[src/rtl/mc_ctrl_pkg.sv]
// Shared types and encodings for the RV32I multi-cycle control FSM.
// Includes the state enum (with TRAP, reachable only when MC_CTRL_TRAP_EN is defined).
package mc_ctrl_pkg;

    typedef enum logic [3:0] {
        S_FETCH, S_DECODE, S_MEMADR, S_MEMREAD, S_MEMWB, S_MEMWRITE,
        S_EXECR, S_EXECI, S_ALUWB, S_JAL, S_BRANCH, S_TRAP
    } state_t;

    localparam logic [6:0] OP_LOAD   = 7'b0000011;
    localparam logic [6:0] OP_STORE  = 7'b0100011;
    localparam logic [6:0] OP_RTYPE  = 7'b0110011;
    localparam logic [6:0] OP_ITYPE  = 7'b0010011;
    localparam logic [6:0] OP_JAL    = 7'b1101111;
    localparam logic [6:0] OP_BRANCH = 7'b1100011;

    typedef logic [1:0] imm_src_t;
    localparam imm_src_t IMM_I = 2'b00;
    localparam imm_src_t IMM_S = 2'b01;
    localparam imm_src_t IMM_B = 2'b10;
    localparam imm_src_t IMM_J = 2'b11;

    typedef logic [1:0] result_src_t;
    localparam result_src_t RES_ALUOUT = 2'b00;
    localparam result_src_t RES_MEM    = 2'b01;
    localparam result_src_t RES_ALU    = 2'b10;

    typedef logic [1:0] src_a_t;
    localparam src_a_t SRCA_PC    = 2'b00;
    localparam src_a_t SRCA_OLDPC = 2'b01;
    localparam src_a_t SRCA_RS1   = 2'b10;

    typedef logic [1:0] src_b_t;
    localparam src_b_t SRCB_RS2  = 2'b00;
    localparam src_b_t SRCB_IMM  = 2'b01;
    localparam src_b_t SRCB_FOUR = 2'b10;

    typedef logic [2:0] alu_ctl_t;
    localparam alu_ctl_t ALU_ADD = 3'b000;
    localparam alu_ctl_t ALU_SUB = 3'b001;
    localparam alu_ctl_t ALU_AND = 3'b010;
    localparam alu_ctl_t ALU_OR  = 3'b011;
    localparam alu_ctl_t ALU_SLT = 3'b101;

    typedef logic [1:0] alu_op_t;
    localparam alu_op_t ALUOP_ADD   = 2'b00;
    localparam alu_op_t ALUOP_SUB   = 2'b01;
    localparam alu_op_t ALUOP_FUNCT = 2'b10;

    typedef struct packed {
        logic        mem_read;
        logic        mem_write;
        logic        adr_src;
        logic        reg_write;
        logic        pc_write;
        result_src_t result_src;
        src_a_t      alu_src_a;
        src_b_t      alu_src_b;
        alu_op_t     alu_op;
    } ctrl_t;

    // Moore outputs of each state; the data-dependent strobes are added in the top.
    function automatic ctrl_t state_ctrl(state_t s);
        ctrl_t c;
        c = '0;
        case (s)
            S_FETCH: begin
                c.mem_read   = 1'b1;
                c.result_src = RES_ALU;
                c.alu_src_a  = SRCA_PC;
                c.alu_src_b  = SRCB_FOUR;
            end
            S_DECODE: begin
                c.alu_src_a = SRCA_OLDPC;
                c.alu_src_b = SRCB_IMM;
            end
            S_MEMADR: begin
                c.alu_src_a = SRCA_RS1;
                c.alu_src_b = SRCB_IMM;
            end
            S_MEMREAD: begin
                c.mem_read = 1'b1;
                c.adr_src  = 1'b1;
            end
            S_MEMWB: begin
                c.result_src = RES_MEM;
                c.reg_write  = 1'b1;
            end
            S_MEMWRITE: begin
                c.mem_write = 1'b1;
                c.adr_src   = 1'b1;
            end
            S_EXECR: begin
                c.alu_src_a = SRCA_RS1;
                c.alu_src_b = SRCB_RS2;
                c.alu_op    = ALUOP_FUNCT;
            end
            S_EXECI: begin
                c.alu_src_a = SRCA_RS1;
                c.alu_src_b = SRCB_IMM;
                c.alu_op    = ALUOP_FUNCT;
            end
            S_ALUWB: begin
                c.result_src = RES_ALUOUT;
                c.reg_write  = 1'b1;
            end
            S_JAL: begin
                c.alu_src_a  = SRCA_OLDPC;
                c.alu_src_b  = SRCB_FOUR;
                c.pc_write   = 1'b1;
            end
            S_BRANCH: begin
                c.alu_src_a = SRCA_RS1;
                c.alu_src_b = SRCB_RS2;
                c.alu_op    = ALUOP_SUB;
            end
            default: c = '0;
        endcase
        return c;
    endfunction

    function automatic imm_src_t imm_decode(logic [6:0] op);
        case (op)
            OP_LOAD, OP_ITYPE: return IMM_I;
            OP_STORE:          return IMM_S;
            OP_BRANCH:         return IMM_B;
            OP_JAL:            return IMM_J;
            default:           return IMM_I;
        endcase
    endfunction

endpackage

[src/rtl/mc_alu_dec.sv]
// ALU control decoder: maps the FSM's alu_op plus instruction fields to alu_control.
module mc_alu_dec
    import mc_ctrl_pkg::*;
(
    input  logic [1:0] alu_op,
    input  logic [2:0] funct3,
    input  logic       funct7b5,
    input  logic       op5,
    output logic [2:0] alu_control
);

    always_comb begin
        alu_control = ALU_ADD;
        case (alu_op)
            ALUOP_SUB: alu_control = ALU_SUB;
            ALUOP_FUNCT: begin
                case (funct3)
                    // op5 separates R-type from I-type so addi never becomes sub
                    3'b000:  alu_control = (op5 && funct7b5) ? ALU_SUB : ALU_ADD;
                    3'b010:  alu_control = ALU_SLT;
                    3'b110:  alu_control = ALU_OR;
                    3'b111:  alu_control = ALU_AND;
                    default: alu_control = ALU_ADD;
                endcase
            end
            default: alu_control = ALU_ADD;
        endcase
    end

endmodule

[src/rtl/mc_main_ctrl.sv]
// Multi-cycle RV32I control FSM; optional illegal-opcode trap with MC_CTRL_TRAP_EN.
// state    | meaning
// FETCH    | read instr at PC, PC+4 -> PC on mem_ready
// DECODE   | compute branch target, dispatch on opcode
// MEMADR   | rs1 + imm -> data address
// MEMREAD  | load access, wait for mem_ready
// MEMWB    | load data -> rd
// MEMWRITE | store access, wait for mem_ready
// EXECR    | R-type ALU op
// EXECI    | I-type ALU op
// ALUWB    | alu_out -> rd
// JAL      | jump to target, PC+4 computed for rd
// BRANCH   | rs1 - rs2, conditional PC load
// TRAP     | unsupported opcode, sticky until reset
module mc_main_ctrl
    import mc_ctrl_pkg::*;
#(
    parameter state_t RESET_STATE = S_FETCH
) (
    input  logic       clk,
    input  logic       rst_n,
    input  logic [6:0] opcode,
    input  logic [2:0] funct3,
    input  logic       funct7b5,
    input  logic       zero,
    input  logic       mem_ready,
    output logic       mem_read,
    output logic       mem_write,
    output logic       adr_src,
    output logic       ir_write,
    output logic       pc_write,
    output logic       reg_write,
    output logic [1:0] result_src,
    output logic [1:0] alu_src_a,
    output logic [1:0] alu_src_b,
    output logic [1:0] imm_src,
    output logic [2:0] alu_control,
    output logic       illegal_instr
);

    state_t     state, nxt;
    ctrl_t      ctrl_q;
    logic [2:0] alu_ctl_dec;
    logic       fetch_done, branch_take;

    always_comb begin
        nxt = state;
        case (state)
            S_FETCH:    if (mem_ready) nxt = S_DECODE;
            S_DECODE: begin
                case (opcode)
                    OP_LOAD, OP_STORE: nxt = S_MEMADR;
                    OP_RTYPE:          nxt = S_EXECR;
                    OP_ITYPE:          nxt = S_EXECI;
                    OP_JAL:            nxt = S_JAL;
                    OP_BRANCH:         nxt = S_BRANCH;
`ifdef MC_CTRL_TRAP_EN
                    default:           nxt = S_TRAP;
`else
                    default:           nxt = S_FETCH;
`endif
                endcase
            end
            S_MEMADR:   nxt = (opcode == OP_LOAD) ? S_MEMREAD : S_MEMWRITE;
            S_MEMREAD:  if (mem_ready) nxt = S_MEMWB;
            S_MEMWB:    nxt = S_FETCH;
            S_MEMWRITE: if (mem_ready) nxt = S_FETCH;
            S_EXECR:    nxt = S_ALUWB;
            S_EXECI:    nxt = S_ALUWB;
            S_ALUWB:    nxt = S_FETCH;
            S_JAL:      nxt = S_ALUWB;
            S_BRANCH:   nxt = S_FETCH;
            S_TRAP:     nxt = S_TRAP;
            default:    nxt = S_FETCH;
        endcase
    end

    // Outputs are registered from the next state so they line up with the state register.
    always_ff @(posedge clk or negedge rst_n) begin
        if (!rst_n) begin
            state  <= RESET_STATE;
            ctrl_q <= state_ctrl(RESET_STATE);
        end else begin
            state  <= nxt;
            ctrl_q <= state_ctrl(nxt);
        end
    end

    mc_alu_dec u_alu_dec (
        .alu_op      (ctrl_q.alu_op),
        .funct3      (funct3),
        .funct7b5    (funct7b5),
        .op5         (opcode[5]),
        .alu_control (alu_ctl_dec)
    );

    assign fetch_done  = (state == S_FETCH) && mem_ready;
    assign branch_take = (state == S_BRANCH) &&
                         (((funct3 == 3'b000) && zero) || ((funct3 == 3'b001) && !zero));

    // Everything is gated by rst_n so the datapath sees no strobes while reset is held.
    assign mem_read    = rst_n & ctrl_q.mem_read;
    assign mem_write   = rst_n & ctrl_q.mem_write;
    assign adr_src     = rst_n & ctrl_q.adr_src;
    assign reg_write   = rst_n & ctrl_q.reg_write;
    assign ir_write    = rst_n & fetch_done;
    assign pc_write    = rst_n & (ctrl_q.pc_write | fetch_done | branch_take);
    assign result_src  = rst_n ? ctrl_q.result_src : 2'b00;
    assign alu_src_a   = rst_n ? ctrl_q.alu_src_a : 2'b00;
    assign alu_src_b   = rst_n ? ctrl_q.alu_src_b : 2'b00;
    assign imm_src     = rst_n ? imm_decode(opcode) : 2'b00;
    assign alu_control = rst_n ? alu_ctl_dec : 3'b000;

`ifdef MC_CTRL_TRAP_EN
    logic trap_q;
    always_ff @(posedge clk or negedge rst_n) begin
        if (!rst_n) trap_q <= 1'b0;
        else        trap_q <= (nxt == S_TRAP);
    end
    assign illegal_instr = rst_n & trap_q;
`else
    assign illegal_instr = 1'b0;
`endif

endmodule

[config.mk]
export PLATFORM = sky130hd
export DESIGN_NAME = mc_main_ctrl
export DESIGN_NICKNAME = d
export VERILOG_FILES = /design/src/rtl/mc_ctrl_pkg.sv /design/src/rtl/mc_alu_dec.sv /design/src/rtl/mc_main_ctrl.sv
export SDC_FILE = /design/constraint.sdc
export NUM_CORES = 1
export LEC_CHECK = 0
export ABC_AREA = 1
export CAP_MARGIN = 30
export CORE_MARGIN = 3
export CORE_UTILIZATION = 40
export CTS_BUF_LIST = sky130_fd_sc_hd__clkbuf_4 sky130_fd_sc_hd__clkbuf_8 sky130_fd_sc_hd__clkbuf_16
export CTS_CLUSTER_SIZE = 8
export DETAILED_ROUTE_END_ITERATION = 6
export GPL_TIMING_DRIVEN = 0
export PLACE_DENSITY = 0.68
export SYNTH_ARGS = -nofsm -noshare
export SYNTH_HDL_FRONTEND = slang
export SYNTH_HIERARCHICAL = 1
export SYNTH_SLANG_ARGS = --single-unit
[constraint.sdc]
create_clock -name clk -period 4 [get_ports clk]
set_clock_uncertainty 0.05 [all_clocks]
set_input_delay 1 -clock clk [delete_from_list [all_inputs] [get_ports clk]]
set_output_delay 1 -clock clk [all_outputs]
set_load 0.01 [all_outputs]
==> results of run 1 <==
registers in the layout (all words and copies together) (netlist names):
register and cells:
ctrl_q 13, state 4
worst max-delay path: stages:
cell	delay, ps
clkdlybuf4s50_1	630
nand2_2	140
nor2_4	130
nand2_1	90
a21oi_1	160
clkdlybuf4s50_1	570
through the flow:
stage               cells  utilization [%]  setup WS, ps  area [sq um]  power [uW]
floorplan             166                -          1370          1220         241
global placement      228             55.4          -175          1570         281
detailed placement    228             55.4          -263          1570         285
CTS                   232             56.4          12.3          1600         377
global route          232             56.3           111          1590         394
finish                232             56.3           226          1590         373
repair_timing:
item | 4_1_cts | 5_1_grt
gates cloned | 0 | 0
gates resized for setup | 1 | 2
endpoints found under the hold margin | 0 | 0
setup endpoints to repair | 14 | 12
final cells by class:
cell class | instances | area (sq um) | share of cell area, %
plain buffers | 2 | 11.3 | 0.708
clock buffers | 4 | 30.0 | 1.89
inverters | 43 | 166 | 10.5
multi-input cells | 104 | 611 | 38.4
flip-flops and latches | 17 | 429 | 27.0
well taps | 31 | 38.8 | 2.44
repair buffers | 31 | 305 | 19.2
kinds of logic (layout without fill, tap and decap cells):
| kind of cell | after synthesis | after routing | share of synthesized area (%) |
|---|---|---|---|
| fa+ha+maj | 2 | 2 | 2.06 |
| other cells | 1 | 1 | 0.308 |
| flops | 17 | 17 | 35.3 |
| simple gates | 95 | 95 | 44.1 |
| xor+xnor | 1 | 1 | 0.720 |
| buf+inv | 45 | 80 | 14.6 |
| compound gates | 5 | 5 | 2.98 |
synthesized netlist by cell type (3+ instances only):
cell type	count	area share (%)
nor2_1	13	4.0
nand2_2	6	3.1
nand3_1	8	3.3
nor2_4	6	5.5
nand3_2	5	4.1
dfstp_2	3	6.5
nor3_1	4	1.6
inv_2	6	1.8
inv_1	36	11
nor2_2	3	1.5
dfrtp_1	14	29
nand2_1	41	13
where the power goes:
part | internal, uW | leakage, uW | switching (uW) | total (uW)
Sequential | 184 | 0.000223 | 5.20 | 190
Clock | 45.5 | 0.0000184 | 48.0 | 93.5
Combinational | 40.5 | 0.000685 | 49.6 | 90.1
per-layer routing:
metal	wire length (microns)	global-route usage (%)	vias up
met5	0	0	-
met4	18	4.95	0
met3	128	2.31	2
met2	1300	26.3	31
met1	1040	17.5	486
li1	-	-	557
worst max-delay path by stage:
stage | start | to | cells past startpoint
floorplan | opcode[3] | imm_src[0] | 5
global placement | rst_n | result_src[0] | 5
detailed placement | rst_n | alu_control[1] | 5
CTS | rst_n | alu_control[1] | 5
global route | opcode[5] | imm_src[0] | 6
finish | opcode[5] | imm_src[0] | 6
==> impl_metrics.tcl, run 1 <==
set metrics [dict create \
    status "complete, no violations" \
    die_h_microns 61.2 \
    die_area_sq_um 3740 \
    period_share_pct 94.3 \
    antenna_found_initial 0 \
    clock-sinks 17 \
    cp.arrival_ps 2720 \
    cts.clk_slew.worst_paths_ps 90 \
    worstSetupStartpointType "input pin" \
    clock_latency_ps 280 \
    drt_iter0_drc 32 \
    fillCellCount 281 \
    ys_types 29 \
    grt_first_pass_wirelength_microns 4130 \
    area_growth_pct 30.7 \
    synthCells 166 \
    leakagePower_uw 0.000926 \
    min_to "ctrl_q[6]$_DFF_PN0_" \
    nets 219 \
    setup_tns_ps 0 \
    final_cell_mix "nand2_1, inv_1, clkdlybuf4s50_1, dfrtp_1, nor2_1" \
    drt-total-wl_microns 2490 \
    synth-seq-area-share_pct 35.3 \
    yosysWarnings 6 \
    hold_buffers 0 \
    cts_tree "done" \
    fp.dieW_microns 61.2 \
    cts_buffer_depth 2 \
    synth_seq_cells 17 \
    cts_setup_buffers 0 \
    timing.hold.ws_ps 597 \
    num_rows 19 \
    cts_max_level 1 \
    viasPerCell 4.64 \
    dp_hpwl_microns 2120 \
    avgRoutedWirePerCell_microns 10.7 \
    final_common_cell "nand2_1" \
    drv_cap 0 \
    crit_required_ps 2950 \
    grt_usage_pct 14.6 \
    syn_area_per_cell_sq_um 7.33 \
    start_util_pct 43.0 \
    gp_congestion 0.744 \
    power.density_nw_per_um2 234 \
    critical_path_class "input pin to output port" \
    setup_viol 0 \
    dr.pass1.iters 4 \
    hold_violations 0 \
    r2r_start "state[1]$_DFF_PN0_" \
    antenna_left 0 \
    ir_worst_vdd_mv 0.126 \
    io_buffer_count 31 \
    synthFlopType "dfrtp_1" \
    synth_area_sq_um 1220 \
    rr_worst_depth 9 \
    r2r_slack_ps 2510 \
    top_level_ports 33 \
    root_buffer "clkbuf_4" \
    hp-start "state[2]$_DFF_PN0_" \
    finalMaxSlewViolations 0 \
    grt_start_max_net_pins 23 \
    holdPathStages 3 \
    end_kind "output port" \
    diodes 0 \
    crit_fanout 5 \
    fmax_mhz 265 \
    vias 1076 \
    synth-async-reset-ratio_pct 100 \
    synth_edf_count 0 \
    grt_overflow 0 \
    rr_endpoint "ctrl_q[10]$_DFF_PN0_" \
    grt_pass1_vias 1013 \
    min_path_type "flop to flop" \
    drc 0 \
    rsz0062_at_grt "false" \
    fin_crit_ps 3770 \
    cts_buffers 3 \
    coreArea_sq_um 2830 \
    syn_nets 183 \
    drive_above_1_share_pct 21.9 \
]
Note: power is estimated with default switching activity, not from simulation.
==> run 2: changes to the inputs <==
- GPL_ROUTABILITY_DRIVEN: unset -> 0
==> results of run 2 <==
The final DEF is identical to that of run 1; final timing and power are the same.
